### config.mk
export PLATFORM = sky130hd
export DESIGN_NAME = traffic_light_monitor_flat
export DESIGN_NICKNAME = d
export VERILOG_FILES = /design/src/rtl/traffic_light_monitor_if.sv /design/src/rtl/traffic_light_monitor.sv /design/src/flat_wrapper.sv
export SDC_FILE = /design/constraint.sdc
export NUM_CORES = 1
export LEC_CHECK = 0
export ABC_AREA = 1
export BUFFER_PORTS_ARGS = -buffer_cell sky130_fd_sc_hd__buf_4
export CAP_MARGIN = 25
export CORE_ASPECT_RATIO = 0.6
export CORE_MARGIN = 2
export CORE_UTILIZATION = 61
export DETAILED_ROUTE_END_ITERATION = 7
export PLACE_DENSITY_LB_ADDON = 0.25
export SETUP_SLACK_MARGIN = 0.05
export SYNTH_ARGS = -nofsm -noshare
export SYNTH_HDL_FRONTEND = slang
export SYNTH_SLANG_ARGS = --single-unit
### constraint.sdc
create_clock -name clk_i -period 4.8 [get_ports clk_i]
set_input_delay 0.72 -clock clk_i [delete_from_list [all_inputs] [get_ports clk_i]]
set_output_delay 0.72 -clock clk_i [all_outputs]
set_load 0.1 [all_outputs]
### src/rtl/traffic_light_monitor_if.sv
// Lamp inputs and monitor status bundle for traffic_light_monitor.
// Optional statistics signals exist only when MONITOR_STATS_EN is defined.
`default_nettype none

interface traffic_light_monitor_if;
  logic       red;
  logic       yellow;
  logic       green;
  logic       clear_fault;
  logic [1:0] phase;
  logic       phase_valid;
  logic       synced;
  logic       seq_error;
  logic       time_error;
  logic       illegal_error;
  logic       fault;
`ifdef MONITOR_STATS_EN
  logic [15:0] cycle_count;
  logic [7:0]  error_count;
`endif

  modport master (
`ifdef MONITOR_STATS_EN
    input  cycle_count, error_count,
`endif
    output red, yellow, green, clear_fault,
    input  phase, phase_valid, synced, seq_error, time_error, illegal_error, fault
  );

  modport slave (
`ifdef MONITOR_STATS_EN
    output cycle_count, error_count,
`endif
    input  red, yellow, green, clear_fault,
    output phase, phase_valid, synced, seq_error, time_error, illegal_error, fault
  );
endinterface

`default_nettype wire

### src/rtl/traffic_light_monitor.sv
// traffic_light_monitor: checks lamp order and phase dwell times of a R/Y/G light.
// Optional macro MONITOR_STATS_EN adds completed-cycle and error counters.
`default_nettype none

module traffic_light_monitor #(
  parameter int unsigned RED_CYCLES        = 4,
  parameter int unsigned RED_YELLOW_CYCLES = 1,
  parameter int unsigned GREEN_CYCLES      = 5,
  parameter int unsigned YELLOW_CYCLES     = 1,
  parameter int unsigned TOL               = 0
) (
  input  wire logic               clk_i,
  input  wire logic               rst_ni,
  traffic_light_monitor_if.slave  mon_io
);

  localparam logic [2:0]  c_PAT_RED    = 3'b100;
  localparam logic [2:0]  c_PAT_RY     = 3'b110;
  localparam logic [2:0]  c_PAT_GREEN  = 3'b001;
  localparam logic [2:0]  c_PAT_YELLOW = 3'b010;
  localparam logic [16:0] c_TOL        = 17'(TOL);

  // Returns {legal, phase code}.
  function automatic logic [2:0] f_decode(input logic [2:0] pat);
    case (pat)
      c_PAT_RED:    f_decode = 3'b100;
      c_PAT_RY:     f_decode = 3'b101;
      c_PAT_GREEN:  f_decode = 3'b110;
      c_PAT_YELLOW: f_decode = 3'b111;
      default:      f_decode = 3'b000;
    endcase
  endfunction

  logic [2:0]  pat_q, pat_d;
  logic [15:0] dwell_q, dwell_d;
  logic        synced_q, synced_d;
  logic [1:0]  phase_q, phase_d;
  logic        phase_valid_q, phase_valid_d;
  logic        seq_err_q, seq_err_d;
  logic        time_err_q, time_err_d;
  logic        ill_err_q, ill_err_d;
  logic        fault_q, fault_d;
  logic        cycle_done;

  logic [2:0]  w_p, w_p_dec, w_pat_dec;
  logic [16:0] w_exp, w_lo, w_hi;

  assign w_p       = {mon_io.red, mon_io.yellow, mon_io.green};
  assign w_p_dec   = f_decode(w_p);
  assign w_pat_dec = f_decode(pat_q);

  always_comb begin
    case (w_pat_dec[1:0])
      2'd0:    w_exp = 17'(RED_CYCLES);
      2'd1:    w_exp = 17'(RED_YELLOW_CYCLES);
      2'd2:    w_exp = 17'(GREEN_CYCLES);
      default: w_exp = 17'(YELLOW_CYCLES);
    endcase
    w_lo = (w_exp < c_TOL) ? 17'd0 : (w_exp - c_TOL);
    w_hi = w_exp + c_TOL + 17'd1;
  end

  always_ff @(posedge clk_i or negedge rst_ni) begin
    if (!rst_ni) begin
      pat_q         <= 3'b000;
      dwell_q       <= 16'd0;
      synced_q      <= 1'b0;
      phase_q       <= 2'd0;
      phase_valid_q <= 1'b0;
      seq_err_q     <= 1'b0;
      time_err_q    <= 1'b0;
      ill_err_q     <= 1'b0;
      fault_q       <= 1'b0;
    end else begin
      pat_q         <= pat_d;
      dwell_q       <= dwell_d;
      synced_q      <= synced_d;
      phase_q       <= phase_d;
      phase_valid_q <= phase_valid_d;
      seq_err_q     <= seq_err_d;
      time_err_q    <= time_err_d;
      ill_err_q     <= ill_err_d;
      fault_q       <= fault_d;
    end
  end

  always_comb begin
    pat_d      = pat_q;
    dwell_d    = dwell_q;
    synced_d   = synced_q;
    seq_err_d  = 1'b0;
    time_err_d = 1'b0;
    ill_err_d  = 1'b0;
    cycle_done = 1'b0;
    if (w_p == pat_q) begin
      if (dwell_q != 16'hFFFF) dwell_d = dwell_q + 16'd1;
      // Equality on the growing count reports an overrun exactly once per phase.
      if (synced_q && w_pat_dec[2] && ({1'b0, dwell_d} == w_hi)) time_err_d = 1'b1;
    end else begin
      pat_d   = w_p;
      dwell_d = 16'd1;
      if (synced_q) begin
        if (!w_p_dec[2])                               ill_err_d  = 1'b1;
        else if (w_p_dec[1:0] != w_pat_dec[1:0] + 2'd1) seq_err_d  = 1'b1;
        else if ({1'b0, dwell_q} < w_lo)               time_err_d = 1'b1;
      end
      // Timing faults keep lock since the order is still known; order/pattern faults drop it.
      synced_d   = (synced_q && !ill_err_d && !seq_err_d) || (w_p == c_PAT_RED);
      cycle_done = synced_q && (pat_q == c_PAT_YELLOW) && (w_p == c_PAT_RED) && !time_err_d;
    end
    phase_valid_d = w_pat_dec[2];
    phase_d       = w_pat_dec[2] ? w_pat_dec[1:0] : phase_q;
    if (seq_err_d || time_err_d || ill_err_d) fault_d = 1'b1;
    else if (mon_io.clear_fault)              fault_d = 1'b0;
    else                                      fault_d = fault_q;
  end

  always_comb begin
    mon_io.phase         = phase_q;
    mon_io.phase_valid   = phase_valid_q;
    mon_io.synced        = synced_q;
    mon_io.seq_error     = seq_err_q;
    mon_io.time_error    = time_err_q;
    mon_io.illegal_error = ill_err_q;
    mon_io.fault         = fault_q;
  end

`ifdef MONITOR_STATS_EN
  logic [15:0] cycle_count_q;
  logic [7:0]  error_count_q;

  always_ff @(posedge clk_i or negedge rst_ni) begin
    if (!rst_ni) begin
      cycle_count_q <= 16'd0;
      error_count_q <= 8'd0;
    end else begin
      if (cycle_done) cycle_count_q <= cycle_count_q + 16'd1;
      if ((seq_err_d || time_err_d || ill_err_d) && (error_count_q != 8'hFF))
        error_count_q <= error_count_q + 8'd1;
    end
  end

  assign mon_io.cycle_count = cycle_count_q;
  assign mon_io.error_count = error_count_q;
`else
  logic w_unused;
  assign w_unused = cycle_done;
`endif

endmodule

`default_nettype wire
### src/flat_wrapper.sv
// flat-port wrapper written by rule: the top's interface ports become plain ports
module traffic_light_monitor_flat 
#(
  parameter int unsigned RED_CYCLES        = 4,
  parameter int unsigned RED_YELLOW_CYCLES = 1,
  parameter int unsigned GREEN_CYCLES      = 5,
  parameter int unsigned YELLOW_CYCLES     = 1,
  parameter int unsigned TOL               = 0
)
  (clk_i, rst_ni, mon_io_red, mon_io_yellow, mon_io_green, mon_io_clear_fault, mon_io_phase, mon_io_phase_valid, mon_io_synced, mon_io_seq_error, mon_io_time_error, mon_io_illegal_error, mon_io_fault);
  traffic_light_monitor_if mon_io_i ();
  input  wire logic clk_i;
  input  wire logic rst_ni;
  input wire logic [$bits(mon_io_i.red)-1:0] mon_io_red;
  input wire logic [$bits(mon_io_i.yellow)-1:0] mon_io_yellow;
  input wire logic [$bits(mon_io_i.green)-1:0] mon_io_green;
  input wire logic [$bits(mon_io_i.clear_fault)-1:0] mon_io_clear_fault;
  output wire logic [$bits(mon_io_i.phase)-1:0] mon_io_phase;
  output wire logic [$bits(mon_io_i.phase_valid)-1:0] mon_io_phase_valid;
  output wire logic [$bits(mon_io_i.synced)-1:0] mon_io_synced;
  output wire logic [$bits(mon_io_i.seq_error)-1:0] mon_io_seq_error;
  output wire logic [$bits(mon_io_i.time_error)-1:0] mon_io_time_error;
  output wire logic [$bits(mon_io_i.illegal_error)-1:0] mon_io_illegal_error;
  output wire logic [$bits(mon_io_i.fault)-1:0] mon_io_fault;
  assign mon_io_i.red = mon_io_red;
  assign mon_io_i.yellow = mon_io_yellow;
  assign mon_io_i.green = mon_io_green;
  assign mon_io_i.clear_fault = mon_io_clear_fault;
  assign mon_io_phase = mon_io_i.phase;
  assign mon_io_phase_valid = mon_io_i.phase_valid;
  assign mon_io_synced = mon_io_i.synced;
  assign mon_io_seq_error = mon_io_i.seq_error;
  assign mon_io_time_error = mon_io_i.time_error;
  assign mon_io_illegal_error = mon_io_i.illegal_error;
  assign mon_io_fault = mon_io_i.fault;
  traffic_light_monitor #(.RED_CYCLES(RED_CYCLES), .RED_YELLOW_CYCLES(RED_YELLOW_CYCLES), .GREEN_CYCLES(GREEN_CYCLES), .YELLOW_CYCLES(YELLOW_CYCLES), .TOL(TOL)) u_core (.clk_i(clk_i), .rst_ni(rst_ni), .mon_io(mon_io_i));
endmodule
After elaboration in Yosys (flattened, before gate mapping)
Cells that the tools add are included.
{"block": "totals", "output_inout_bits": 8, "reg_bits": 27}
{"block": "op_classes", "n_addsub": 3, "magnitude_cmp": 2, "n_reduce_logical": 11, "n_eq_ne": 13, "mux": 24}
{"operator": "$mux 16", "n": 3}
{"operator": "$pmux 3 s4", "n": 2}
{"operator": "$eq 16x17->1", "n": 1}
{"operator": "$lt 16x17->1", "n": 1}
{"operator": "$mux 1", "n": 17}
{"operator": "$add 16x1->16 const B", "n": 1}
{"operator": "$ne 16x16->1 const B", "n": 1}
{"operator": "$eq 3x3->1 const B", "n": 4}
{"operator": "$eq 3x1->1 const B", "n": 2}
{"operator": "$eq 3x2->1 const B", "n": 2}
{"operator": "$pmux 3 s2", "n": 1}
{"operator": "$add 3x1->4 const B", "n": 1}
{"operator": "$logic_and 1x1->1", "n": 4}
{"operator": "$eq 3x3->1", "n": 1}
{"operator": "$logic_or 1x1->1", "n": 3}
{"operator": "$lt 3x1->1 const B", "n": 1}
{"operator": "$mux 3", "n": 1}
{"operator": "$add 2x1->2 const B", "n": 1}
{"operator": "$eq 2x2->1 const B", "n": 1}
{"operator": "$logic_not 1->1", "n": 2}
{"operator": "$logic_not 2->1", "n": 1}
{"operator": "$ne 2x2->1", "n": 1}
{"operator": "$reduce_bool 2->1", "n": 1}

Longest topological paths before layout
{"block": "depth", "word_depth": 15, "depth_mapped": 13, "ltp_nobuf": 13}

Worst setup path after synthesis
Ideal clock, no wire load.
{"block": "synth_timing", "kind": "register -> register", "start": "register u_core.pat_q[0]", "end": "register u_core.synced_q (netlist: u_core.mon_io.synced)", "path_slack_ns": 2.978, "t_arrival_ns": 1.699, "required_time_ns": 4.677, "stages_incl_launch_ff": 11, "path_cell_list": "dfrtp_1 inv_1 nand2_1 a21oi_1 inv_1 ha_1 or2_2 nand3_1 nor2_1 o21ai_0 nand2_1"}
{"block": "synth_between", "elab_chain_len": 11}
{"item": "start: declaration", "line_no": "traffic_light_monitor.sv:34", "source": "logic [2:0] pat_q, pat_d;"}
{"item": "start signal: assignment", "line_no": "traffic_light_monitor.sv:75", "source": "pat_q <= pat_d;"}
{"item": "$eq 3x2->1 (tied with other cells)"}
{"item": "$pmux 3 s4", "line_no": "traffic_light_monitor.sv:25", "source": "case (pat)"}
{"item": "$add 2x1->2", "line_no": "traffic_light_monitor.sv:104", "source": "else if (w_p_dec[1:0] != w_pat_dec[1:0] + 2'd1) seq_err_d = 1'b1;"}
{"item": "$ne 2x2->1", "line_no": "traffic_light_monitor.sv:104"}
{"item": "$mux 1", "line_no": "traffic_light_monitor.sv:104"}
{"item": "$mux 1", "line_no": "traffic_light_monitor.sv:103", "source": "if (!w_p_dec[2]) ill_err_d = 1'b1;"}
{"item": "$mux 1", "line_no": "traffic_light_monitor.sv:102", "source": "if (synced_q) begin"}
{"item": "$mux 1", "line_no": "traffic_light_monitor.sv:95", "source": "if (w_p == pat_q) begin"}
{"item": "$logic_not 1->1", "line_no": "traffic_light_monitor.sv:108", "source": "synced_d = (synced_q && !ill_err_d && !seq_err_d) || (w_p == c_PAT_RED);"}
{"item": "$logic_and 1x1->1", "line_no": "traffic_light_monitor.sv:108"}
{"item": "$logic_or 1x1->1", "line_no": "traffic_light_monitor.sv:108"}
{"item": "end signal: assignment", "line_no": "traffic_light_monitor.sv:77", "source": "synced_q <= synced_d;"}
{"item": "end: declaration", "line_no": "traffic_light_monitor.sv:36", "source": "logic synced_q, synced_d;"}
Several ways; a longest one is shown, not always the timed one. The select of a mux whose other input is x is not followed.
A chain may end at the register's enable or synchronous reset.

Worst setup path in the final report
{"block": "layout_timing", "start": "register u_core.pat_q[0]", "end": "register u_core.fault_q (netlist: u_core.mon_io.fault)"}
{"item": "$eq 3x2->1 (tied with other cells)"}
{"item": "$pmux 3 s4", "line_no": "traffic_light_monitor.sv:25"}
{"item": "$add 2x1->2", "line_no": "traffic_light_monitor.sv:104"}
{"item": "$ne 2x2->1", "line_no": "traffic_light_monitor.sv:104"}
{"item": "$mux 1", "line_no": "traffic_light_monitor.sv:104"}
{"item": "$mux 1", "line_no": "traffic_light_monitor.sv:103"}
{"item": "$mux 1", "line_no": "traffic_light_monitor.sv:102"}
{"item": "$mux 1", "line_no": "traffic_light_monitor.sv:95"}
{"item": "$mux 1 (*)", "line_no": "traffic_light_monitor.sv:95"}
{"item": "via u_core.seq_err_d", "line_no": "traffic_light_monitor.sv:39", "source": "logic seq_err_q, seq_err_d;"}
{"item": "$logic_or 1x1->1 (*) (2 in a row)", "line_no": "traffic_light_monitor.sv:113", "source": "if (seq_err_d || time_err_d || ill_err_d) fault_d = 1'b1;"}
{"item": "$mux 1 or $reduce_bool 2->1 (tied branches)"}
{"item": "end signal: assignment", "line_no": "traffic_light_monitor.sv:83", "source": "fault_q <= fault_d;"}
{"item": "end: declaration", "line_no": "traffic_light_monitor.sv:42", "source": "logic fault_q, fault_d;"}
The timed path passes the listed nets; every way through them passes the cells marked *. The select of a mux whose other input is x is not followed.

==> run_results.csv <==
group,metric,value,unit
min_path,hp-class,"in -> async",
cts,cts_tree,"built",
synthesis,synth_fa_ha_area_share,2.21,%
place,gp_congestion,0.907,
route,vias,1592,
critical_path,crit_end,"u_core.mon_io.fault",
synthesis,synth_top_family_by_area,"simple AND/OR/NAND/NOR gates",
global_routing,grt_max_degree,28,
finish,syn_to_final_growth,8.53,%
global_routing,grt_pass1_vias,1369,
cts,post_cts_resized,0,
synthesis,avgSynthCellArea,6.95,µm²
sta,fin_crit_sh,44.8,%
sta,rsz0062_at_grt,"false",
sta,tightest_slew,0.448,ns
critical_path,worstSetupStartpointType,"flip-flop",
synthesis,ys_seq_area_share,39.7,%
floorplanning,chipHeight,44.9,µm
global_routing,overflow,0,
global_routing,grtUsageTotal,28.0,%
synthesis,synth-seq-cells,27,
cts,cts_sinks,27,
synthesis,ys_warn_count,0,
power_and_ir_drop,max-vdd-ir-drop,232,µV
floorplanning,initial_utilization,66.1,%
global_routing,antenna_found_initial,0,
cts,cts_root_buf,"clkbuf_8",
finish,antenna_cells,0,
critical_path,r2r-end,"u_core.mon_io.fault",
finish,finalNetCount,266,
finish,final_util,71.7,%
power_and_ir_drop,p_leak,0.996,nW
route,post_drt_wl_per_cell,13.6,µm
critical_path,required,5.02,ns
route,drt_pass1_iterations,5,
synthesis,synth-compound-area-share,4.04,%
critical_path,worstRegToRegCells,11,
floorplanning,fp.dieW,72.2,µm
route,vias_per_cell,5.53,
critical_path,end_kind,"flip-flop",
job,drv_cap,0,
power_and_ir_drop,p_per_area,252,nW/µm²
cts,cts_setup_buffers,0,
place,port-buffer-count,13,
sta,fin_crit,2.15,ns
sta,finalSetupViolations,0,
route,drtIter0Drc,201,
sta,fin_skew,0.00520,ns
place,hpwl,3100,µm
global_routing,grt_pass1_wl,6730,µm
critical_path,worstPathMaxFanout,6,
sta,final_max_slew_viol_count,0,
synthesis,synth_nets,254,
synthesis,synthSimpleGateAreaFrac,39.7,%
critical_path,reg2reg_slack,2.65,ns
synthesis,synth_xor_area_share,4.12,%
cts,hold_buffers,0,
synthesis,synth_cell_types,29,
finish,layout-drive-gt1-share,12.1,%
synthesis,synth.area.mux_share,0,%
cts,htree_num_levels,1,
critical_path,crit_start,"u_core.pat_q[0]",
synthesis,netlist_area,1700,µm²
route,drc_errors,0,
finish,num-fill-cells,211,
cts,cts_buffer_depth,2,
floorplanning,num_rows,14,
critical_path,r2r_start,"u_core.pat_q[0]",
floorplanning,core_area,2570,µm²
synthesis,netlist_instances,245,
route,wl,3920,µm
cts,path_clk_slew,0.09,ns
cts,clkLatencyLatePin,0.27,ns
route,ant_nets,0,
cts,cts-buffers-inserted,3,
floorplanning,boundaryPins,14,
floorplanning,die_area,3240,µm²
sta,fmax,465,MHz
critical_path,worstPathArrival,2.37,ns
sta,finalHoldViolations,0,
sta,tns,0,ns
critical_path,setup.worst_path.class,"reg -> reg",
run_status,status,"finished, final reports clean",
sta,timing.slew.headroom,70.1,%
per-layer routing:
layer  vias to the layer above  GRT usage [%]  wire length (µm)
met5                         -              0                 0
met4                         0           5.66                52
met3                         8           5.36               346
met2                        77           39.6              1550
met1                       718           44.6              1970
li1                        789              -                 -
metrics by stage:
stage,instance area (µm²),instances,hold slack [ns],power [mW],setup slack (ns)
after CTS,1850,288,0.350,0.469,2.68
after detailed placement,1800,284,0.464,0.343,2.64
after floorplan,1700,245,0.424,0.317,2.98
after global placement,1800,284,0.458,0.341,2.76
after global routing,1850,288,0.357,0.487,2.48
final,1850,288,0.342,0.465,2.65
power breakdown:
group          switching [mW]  internal, mW
clock network          0.0687        0.0581
logic                  0.0742        0.0231
registers             0.00614         0.235
kinds of logic after synthesis:
logic type	Yosys count
xor+xnor	8
fa+ha+maj	3
flops	27
simple gates	152
buf+inv	42
compound gates	13
how the worst min path moves through the flow:
stage,cells after the start,slack [ns],endpoint,from
2_1_floorplan,0,0.42,u_core.dwell_q[0],rst_ni
3_3_place_gp,2,0.46,u_core.mon_io.phase[1],u_core.mon_io.phase[1]
3_5_place_dp,2,0.46,u_core.mon_io.phase[1],u_core.mon_io.phase[1]
4_1_cts,1,0.35,u_core.mon_io.illegal_error,rst_ni
5_1_grt,1,0.36,u_core.mon_io.illegal_error,rst_ni
6_report,1,0.34,u_core.mon_io.synced,rst_ni
cell usage in the layout (no fill, tap or decap), types with 2 or more instances in the layout:
cell type | synthesis | final
nor3_1 | 2 | 2
nand2_2 | 3 | 3
buf_4 | 0 | 13
a21oi_1 | 4 | 4
clkbuf_8 | 0 | 3
or2_2 | 2 | 2
nor4_1 | 2 | 2
nor2_2 | 6 | 6
xnor2_1 | 3 | 3
ha_1 | 3 | 3
o21ai_0 | 6 | 6
nand3_1 | 22 | 22
xor2_1 | 5 | 5
dfrtp_1 | 27 | 27
nor2_1 | 36 | 36
nand2_1 | 66 | 66
nand4_1 | 8 | 8
inv_1 | 34 | 34
synth_stat cells:
cell type | n | area share, %
nand3_2 | 1 | 0.59
o21ai_0 | 6 | 1.8
a31oi_1 | 1 | 0.37
nand2_1 | 66 | 15
nand3_1 | 22 | 6.5
nor3_1 | 2 | 0.59
buf_2 | 1 | 0.29
nor4_1 | 2 | 0.74
nand2_2 | 3 | 1.1
clkbuf_1 | 3 | 0.66
buf_6 | 2 | 1.3
nand4_1 | 8 | 2.9
and2_1 | 1 | 0.37
o31ai_1 | 1 | 0.44
dfrtp_1 | 27 | 40
xor2_1 | 5 | 2.6
nor2_1 | 36 | 7.9
or2_2 | 2 | 0.74
inv_2 | 1 | 0.22
ha_1 | 3 | 2.2
o21ai_1 | 1 | 0.29
a21oi_1 | 4 | 1.2
or2_1 | 1 | 0.37
nor2_2 | 6 | 2.2
nor2_4 | 1 | 0.66
nand3b_1 | 1 | 0.44
inv_1 | 34 | 7.5
xnor2_1 | 3 | 1.5
clkinv_1 | 1 | 0.22
cell type report:
class	count	area [µm²]	area share [%]
Timing Repair Buffer	13	97.6	5.28
Tap cell	32	40.0	2.17
Clock buffer	3	41.3	2.24
Clock inverter	1	5.00	0.271
Sequential cell	27	676	36.6
Inverter	36	135	7.32
Multi-Input combinational cell	176	852	46.1
sequential cells by signal, indices dropped and copies added, names as in the netlist:
signal	flops
u_core.dwell_q	16
u_core.mon_io.illegal_error	1
u_core.mon_io.fault	1
u_core.mon_io.time_error	1
u_core.mon_io.phase_valid	1
u_core.mon_io.phase	2
u_core.mon_io.synced	1
u_core.pat_q	3
u_core.mon_io.seq_error	1
worst max-delay path, cell delays in order (launching register included):
cell and delay, ns:
dfrtp_1 0.44, inv_1 0.09, nand2_1 0.18, a21oi_1 0.25, inv_1 0.11, ha_1 0.29
or2_2 0.29, nand3_1 0.09, nand2_1 0.07, nor2_1 0.16, nor3_1 0.07, nand3_1 0.08
(Power assumes the default switching activity.)
